--- src/rtl/mskaes_mc_serial_pkg.sv ---
// Shared definitions for the masked MixColumns unit: GF(2^8) helpers and
// share (de)interleaving for masked bytes (bit i of share j at index i*d+j).
package mskaes_mc_serial_pkg;

  localparam logic [7:0] AES_RED = 8'h1b;
  localparam int MAX_D = 8;

  typedef enum logic [1:0] {
    IDLE = 2'd0,
    BUSY = 2'd1,
    DONE = 2'd2
  } mc_state_t;

  function automatic int mbw(input int d);
    return 8 * d;
  endfunction

  function automatic logic [7:0] xtime(input logic [7:0] x);
    return {x[6:0], 1'b0} ^ (x[7] ? AES_RED : 8'h00);
  endfunction

  // Masked bytes travel zero-extended to MAX_D shares so one signature serves every d.
  function automatic logic [7:0] get_share(input logic [8*MAX_D-1:0] mb,
                                           input int d, input int j);
    logic [7:0] b;
    for (int i = 0; i < 8; i++) b[i] = mb[i*d+j];
    return b;
  endfunction

  function automatic logic [8*MAX_D-1:0] set_share(input logic [8*MAX_D-1:0] mb,
                                                   input int d, input int j,
                                                   input logic [7:0] b);
    logic [8*MAX_D-1:0] r;
    r = mb;
    for (int i = 0; i < 8; i++) r[i*d+j] = b[i];
    return r;
  endfunction

endpackage

--- src/rtl/mskaes_mc_column.sv ---
// Combinational MixColumns of one masked column, applied share by share.
module mskaes_mc_column
  import mskaes_mc_serial_pkg::*;
#(
  parameter int d = 2
) (
  input  logic [32*d-1:0] col_in,
  output logic [32*d-1:0] col_out
);

  localparam int MBW = mbw(d);

  logic [8*MAX_D-1:0] tmp;
  logic [3:0][7:0]    a;
  logic [3:0][7:0]    b;

  // Each share is pulled out, transformed on its own and written back to its
  // own bit positions, so no two shares ever meet in an XOR.
  always_comb begin
    col_out = '0;
    tmp     = '0;
    a       = '0;
    b       = '0;
    for (int s = 0; s < d; s++) begin
      for (int r = 0; r < 4; r++) begin
        tmp = '0;
        tmp[MBW-1:0] = col_in[r*MBW +: MBW];
        a[r] = get_share(tmp, d, s);
      end
      b[0] = xtime(a[0]) ^ xtime(a[1]) ^ a[1] ^ a[2] ^ a[3];
      b[1] = a[0] ^ xtime(a[1]) ^ xtime(a[2]) ^ a[2] ^ a[3];
      b[2] = a[0] ^ a[1] ^ xtime(a[2]) ^ xtime(a[3]) ^ a[3];
      b[3] = xtime(a[0]) ^ a[0] ^ a[1] ^ a[2] ^ xtime(a[3]);
      for (int r = 0; r < 4; r++) begin
        tmp = '0;
        tmp[MBW-1:0] = col_out[r*MBW +: MBW];
        tmp = set_share(tmp, d, s, b[r]);
        col_out[r*MBW +: MBW] = tmp[MBW-1:0];
      end
    end
  end

endmodule

--- src/rtl/mskaes_mc_serial.sv ---
// Masked forward AES MixColumns, one column per cycle over a valid/ready handshake.
module mskaes_mc_serial
  import mskaes_mc_serial_pkg::*;
#(
  parameter int d = 2
) (
  input  logic             clk,
  input  logic             rst,
  input  logic             in_valid,
  output logic             in_ready,
  input  logic [128*d-1:0] in_data,
  output logic             out_valid,
  input  logic             out_ready,
  output logic [128*d-1:0] out_data
);

  localparam int CW = 32 * d;

  mc_state_t        state;
  logic [1:0]       col;
  logic [128*d-1:0] st;
  logic [CW-1:0]    col_in;
  logic [CW-1:0]    col_out;

  assign col_in    = st[CW*int'(col) +: CW];
  assign in_ready  = (state == IDLE);
  assign out_valid = (state == DONE);
  assign out_data  = st;

  mskaes_mc_column #(.d(d)) u_column (
    .col_in  (col_in),
    .col_out (col_out)
  );

  // The column counter wraps back to 0 on the last column, ready for the next state.
  always_ff @(posedge clk or posedge rst) begin
    if (rst) begin
      state <= IDLE;
      col   <= 2'd0;
      st    <= '0;
    end else begin
      case (state)
        IDLE: begin
          if (in_valid) begin
            st    <= in_data;
            col   <= 2'd0;
            state <= BUSY;
          end
        end
        BUSY: begin
          st[CW*int'(col) +: CW] <= col_out;
          col <= col + 2'd1;
          if (col == 2'd3) state <= DONE;
        end
        DONE: begin
          if (out_ready) state <= IDLE;
        end
        default: state <= IDLE;
      endcase
    end
  end

endmodule

--- config.mk ---
export PLATFORM = sky130hd
export DESIGN_NAME = mskaes_mc_serial
export DESIGN_NICKNAME = d
export VERILOG_FILES = /design/src/rtl/mskaes_mc_serial_pkg.sv /design/src/rtl/mskaes_mc_column.sv /design/src/rtl/mskaes_mc_serial.sv
export SDC_FILE = /design/constraint.sdc
export NUM_CORES = 1
export LEC_CHECK = 0
export ABC_AREA = 0
export CORE_ASPECT_RATIO = 2
export CORE_MARGIN = 2
export CORE_UTILIZATION = 40
export DETAILED_ROUTE_END_ITERATION = 8
export PLACE_DENSITY = 0.81
export SYNTH_ARGS = -nofsm -noshare
export SYNTH_HDL_FRONTEND = slang
export SYNTH_HIERARCHICAL = 1
export SYNTH_SLANG_ARGS = --single-unit
--- constraint.sdc ---
create_clock -name clk -period 17.6 [get_ports clk]
set_clock_uncertainty 0.2 [all_clocks]
set_input_delay 3.52 -clock clk [delete_from_list [all_inputs] [get_ports clk]]
set_output_delay 3.52 -clock clk [all_outputs]
set_load 0.05 [all_outputs]
[Word-level counts from Yosys, hierarchy flattened]
Index checks and enable logic that the tools add are counted.
Widths: inputs -> output; s select.
Storage, ports and cells
  input port bits: 260
  output and inout bits: 258
  register bits: 260
  logic and storage cells: 75
Cells by class
  multiplexer cells: 17
  shifts and indexed selects: 3
  bitwise logic cells: 40
  equality and inequality tests: 6
  reductions and logical operators: 4
  add/subtract/negate cells: 2
Operators with widths (number)
  $pmux 256 s2: 1
  $xor 8x8->8: 40
  $bwmux 256: 1
  $mux 256: 1
  $shift 64x33->256 const A: 1
  $shiftx 256x9->64: 1
  $shiftx 64x33->256: 1
  $mux 5: 8
  $neg 8->33: 1
  $mux 2: 4
  $pmux 2 s3: 1
  $eq 2x2->1 const B: 2
  $ne 2x2->1 const B: 2
  $pmux 2 s2: 1
  $reduce_and 3->1: 1
  $add 2x1->2 const B: 1
  $eq 2x1->1 const B: 1
  $logic_not 2->1: 1
  $ne 2x1->1 const B: 1
  $reduce_and 2->1: 1
  $reduce_bool 2->1: 1

[Longest topological paths before layout]
Gate-level depths: netlist (run 1).
  depth in word-level cells: 10
  mapped depth: 12
  gate-level depth less buffers: 5

[Hierarchy]
The synthesis (run 1) kept the hierarchy.
Modules (own cells, without submodules)
  mskaes_mc_serial: sequential area each 6506.2 sq um, times used 1, area each 14457.6 sq um, cells each 1203
  mskaes_mc_column: sequential area each 0.0 sq um, times used 1, area each 2662.6 sq um, cells each 160

[Worst setup path after synthesis (run 1)]
OpenSTA, ideal clock, no wires.
  kind: register -> output
  start: reg state[1]
  end: out in_ready
  stages on the path, launching flop included: 5
  data required time: 13.880 ns
  setup slack: 12.289 ns
  arrival: 1.591 ns
  buffers on the path: 3
  cell sequence: dfrtp_1 buf_4 clkbuf_1 clkbuf_1 nor2_1
Between the ends
  word-level cells in the longest chain between the ends: 1
Ends and longest elaborated chain
  from (decl): RTL line mskaes_mc_serial.sv:19  | mc_state_t state;
  from (signal assigned): RTL line mskaes_mc_serial.sv:38  | state <= IDLE;
  from (signal assigned): RTL line mskaes_mc_serial.sv:47  | state <= BUSY;
  from (signal assigned): RTL line mskaes_mc_serial.sv:53  | if (col == 2'd3) state <= DONE;
  $logic_not 2->1: RTL line mskaes_mc_serial.sv:26  | assign in_ready = (state == IDLE);
  to (decl): RTL line mskaes_mc_serial.sv:10  | output logic in_ready,
No other way between the ends.

[Worst setup path after layout (run 1)]
  start: in in_valid
  end: reg st[228], in the netlist out_data[228]
Between the ends
  word-level cells in the longest chain between the ends: 2
Ends and longest elaborated chain
  from (decl): RTL line mskaes_mc_serial.sv:9  | input logic in_valid,
  $ne 2x2->1 (no line)
  $reduce_and 2->1 (no line)
  to (signal assigned): RTL line mskaes_mc_serial.sv:45  | st <= in_data;
  to (signal, indexed assignment): RTL line mskaes_mc_serial.sv:51  | st[CW*int'(col) +: CW] <= col_out;
  to (decl): RTL line mskaes_mc_serial.sv:21  | logic [128*d-1:0] st;
No other way between the ends.
A chain may end at the register's enable or synchronous reset.

==> metrics.txt, run 1 <==
outcome complete, no violations; max_slew headroom 0.134; syn_area_per_cell 12.6 µm²; PortBufs 517; Cell variety after synth 38; Detailed Route WL 81100 µm; CP Max Fanout 36; max incr delay on CP 0.83 ns; fin. max-slew vios 0; drt initial violations 1918; worst min-delay path class register to register; area of the multi-input gates 9840 µm²; Clk pin slew, worst setup/hold paths 0.06 ns; CTS tree done; Synth Area in Compound Gates 0.214; Seq/Total Area, Yosys 0.380; worst r2r src col[0]; Gates resized, CTS repair 0; P&R area growth vs syn 36.3%; crit-path leading delay family buffers and inverters; Worst-Skew Late Latency 0.58 ns; Post-Synth XOR/XNOR Area 0.152; slowest CP cell nor2_4; Die ar. 44600 µm²; top cells by count, synth dfrtp_1 (260), a211oi_1 (170), a2bb2oi_1 (170), nand3_1 (170), a32o_1 (86); Crit path buffers/inverters 2; routed wire length per instance 34.7 µm; critical path endpoint category register; YS warnings 6; CTS buffer count 26; Synth Flop Type dfrtp_1; crit path from in_valid; critical path cell sequence clkdlybuf4s50_1 > mux2i_1 > nor2_4 > buf_4 > mux2_2; placer's final routability congestion estimate 0.994; final setup TNS 0 ns; CTS max path bufs 3; number of setup buffers added after CTS 0; pin count of the biggest net entering global routing 165; adder-cell share of the synthesized area 0.00365; top cells by area, synth dfrtp_1 (38%), xnor3_1 (9.2%), a2bb2oi_1 (8.7%), mux4_2 (8.4%), a211oi_1 (7.5%); Die Height 297 µm; max-cap viol count 0; vias in the first global route 16224; mux cell area share after synthesis 0.144; root buffer cell clkbuf_16; Core Area 42400 µm²; CTS Sinks 260; I/O pin cnt 518; type of the worst setup path input port to register; Routed Antenna Nets 0; H-tree depth 1; Post-synth EDFFs 0; Nets 2028; Worst Tran Pin Value 1.30 ns; # DRC 0; hpwl dp 57700 µm; max layer used met4; Synth Net Count 1628; vias per std cell 6.77; Hold Buf Count CTS 0; final hold vios 0; CP required 17.85 ns; fmax 0.160 GHz; initial antenna violation count 11; site row count 107; DR pass1 iterations 5; Synth top area share 0.380; total number of vias 15832; Mapped Cells 1363; Met2 Wirelength 40300 µm; crit path DAT 6.50 ns; Setup-failing EPs final 0; Filler Cell Count 3537; top-count cell post-synth dfrtp_1; GRT overflow 0; Synth Area in Simple Gates 0.0581; Worst Setup Start Kind input port; Synth Register Bits 260; main combinational cell family by area after synthesis compound AO/OA/AOI/OAI gates; share of post-route cells with drive strength above 1 0.132; Hold Crit Start out_data[93]; first-pass GRT wire length 116000 µm; post-synthesis cell area 17100 µm²; Tcrit/Tclk final 0.355; RSZ-0062 raised after global routing false; Chip Width 150 µm; asr flop ratio synth 1.00; post-layout min period 6.26 ns; met3 WL post-DR 6700 µm; initial core utilization 0.403; area leader, netlist dfrtp_1; GRT Util Overall 0.358; Register Area 6520 µm²; wl on met1 27700 µm
[flip-flops by register name, indices dropped and copies added, names as in the netlist]
name	count
col	2
state	2
out_data	256
[cells in the final DEF (no fill, tap or decap), drive strengths merged, types with 4 or more instances in the layout]
cell type      netlist  layout
a32o                86      86
dfrtp              260     260
mux4                64      64
clkbuf              83      38
xor2                27      27
xnor2               36      36
mux2                86      86
nand3              170     170
ha                   5       5
clkdlybuf4s50        0     517
xor3                18      18
a2bb2oi            170     170
mux2i                4       4
xnor3               70      70
a211oi             170     170
diode                0      11
nor2                 6       6
inv                  5       6
buf                 87      25
[layout make-up]
type,count,area share
Clock buffer,38,0.0320
Timing Repair Buffer,542,0.230
Multi-Input combinational cell,928,0.422
Clock inverter,8,0.00536
Tap cell,545,0.0292
Antenna cell,11,0.00118
Sequential cell,260,0.279
Inverter,5,0.00145
[worst paths after layout]
check                      slack (ns)  depth (start not counted)            end
max                             11.34                          5  out_data[228]
min                              0.32                          1   out_data[93]
max reg2reg                     12.81                          7  out_data[198]
min reg2reg                      0.32                          1   out_data[93]
max in group asynchronous       12.14                          3       state[1]
min in group asynchronous        3.34                          2  out_data[245]
[through the flow]
step | instance area, µm² | utilization | hold slack (ns) | worst slack [ns] | std cells
floorplan | 17100 | - | 0.499 | 6.72 | 1363
global placement | 22400 | 0.529 | 0.296 | 10.88 | 2280
detailed placement | 22400 | 0.529 | 0.299 | 10.83 | 2280
CTS | 23300 | 0.549 | 0.318 | 11.44 | 2326
global route | 23300 | 0.550 | 0.347 | 11.32 | 2337
finish | 23300 | 0.550 | 0.317 | 11.34 | 2337
[metal layers]
| layer | vias to the layer above | global-route usage |
|---|---|---|
| li1 | 6290 | - |
| met1 | 7961 | 0.427 |
| met2 | 1253 | 0.590 |
| met3 | 328 | 0.0621 |
| met4 | 0 | 0.240 |
| met5 | - | 0 |
[cell families (layout without fill, tap and decap cells)]
group,count (synthesis),count (layout)
simple gates,188,188
flops,260,260
fa+ha+maj,5,5
compound gates,430,430
buf+inv,175,593
mux,154,154
xor+xnor,151,151
other cells,0,11
Power of run 1 is left out: the tool's default activity adds up to more than one toggle a clock period on the data nets, which glitch-free logic cannot reach.
==> inputs of run 2 (changes only) <==
clock period = 6.26 ns   (was 17.6 ns; I/O delays follow)
==> metrics.txt, run 2 (synthesized netlist as in run 1, its figures left out) <==
root buffer cell clkbuf_16; GRT Util Overall 0.371; critical path endpoint category register; most frequent cells in the layout clkdlybuf4s50_1 (517), dfrtp_1 (257), nand3_1 (170), a211oi_1 (170), a2bb2oi_1 (170); CTS max path bufs 3; hpwl dp 60400 µm; final core occ 0.552; final setup TNS 0 ns; vias in the first global route 15867; final hold vios 0; CP Max Fanout 42; DR pass1 iterations 6; M3 GR Usage 0.0460; Chip Width 150 µm; first-pass GRT wire length 118000 µm; PortBufs 517; # DRC 0; Hold Buf Count CTS 0; max FFs per register 256; CTS Sinks 260; initial core utilization 0.403; Die ar. 44600 µm²; H-tree depth 1; Gates resized, CTS repair 0; Clk pin slew, worst setup/hold paths 0.07 ns; post-layout min period 4.08 ns; type of the worst setup path register to register; share of post-route cells with drive strength above 1 0.134; max_slew headroom 0.204; routed wire length per instance 36.1 µm; outcome complete, no violations; placer's final routability congestion estimate 0.994; Tcrit/Tclk final 0.652; I/O pin cnt 518; RSZ-0062 raised after global routing false; GRT overflow 0; most crowded layer after global routing met2; vias per std cell 6.84; CTS buffer count 25; Core Area 42400 µm²; Worst Setup Start Kind register; max-cap viol count 0; CP required 6.51 ns; Worst Tran Pin Value 1.19 ns; most common cell after layout, fill and taps aside clkdlybuf4s50_1; Setup-failing EPs final 0; Routed Antenna Nets 0; Global Route met1 Usage 0.443; crit path DAT 4.32 ns; pin count of the biggest net entering global routing 146; Nets 2032; fmax 0.245 GHz; Detailed Route WL 84600 µm; CTS tree done; drt initial violations 1818; number of setup buffers added after CTS 0; fin. max-slew vios 0; worst min-delay path class register to register; total number of vias 16034; initial antenna violation count 14; Worst-Skew Late Latency 0.57 ns; Die Height 297 µm; met2 usage 0.611; site row count 107; P&R area growth vs syn 36.9%
-- run 2: final cells by class --
cell class                      count  area [µm²]
Multi-Input combinational cell    928        9840
Sequential cell                   260        6520
Tap cell                          545         682
Inverter                            5        30.0
Clock buffer                       38         724
Fill cell                        3541       19000
Antenna cell                       14        35.0
Timing Repair Buffer              547        5460
Clock inverter                      7         139
-- run 2: final timing paths --
path	start	to	slack, ns	cells past startpoint
hold / removal	out_data[226]	out_data[226]	0.34	1
setup / recovery	col[0]	out_data[200]	2.18	6
min in group asynchronous	rst	out_data[114]	1.01	3
max in group asynchronous	rst	state[1]	4.03	3
hold reg to reg	out_data[226]	out_data[226]	0.34	1
setup reg to reg	col[0]	out_data[200]	2.18	6
-- run 2: per-stage QoR --
| step | area (µm²) | hold slack [ns] | instances | setup WS (ns) |
|---|---|---|---|---|
| after global placement | 22500 | 0.302 | 2285 | 2.14 |
| after floorplan | 17100 | 0.499 | 1363 | 1.38 |
| final | 23400 | 0.343 | 2344 | 2.18 |
| after detailed placement | 22500 | 0.325 | 2285 | 2.08 |
| after CTS | 23400 | 0.340 | 2330 | 2.20 |
| after global routing | 23400 | 0.358 | 2344 | 2.09 |
-- run 2: metal layers --
metal,vias to the layer above,part of all wire
met5,-,0
met4,0,0.088
met3,293,0.079
met2,1279,0.49
met1,8143,0.34
li1,6319,-
-- run 2: critical path: stages, from the launching register on --
cell and delay, ns:
dfrtp_4 0.97, buf_4 0.45, mux4_2 0.64, xnor2_1 0.56
xnor3_1 0.62, a32o_1 0.26, mux2_2 0.25
Power of run 2 is left out for the same reason.
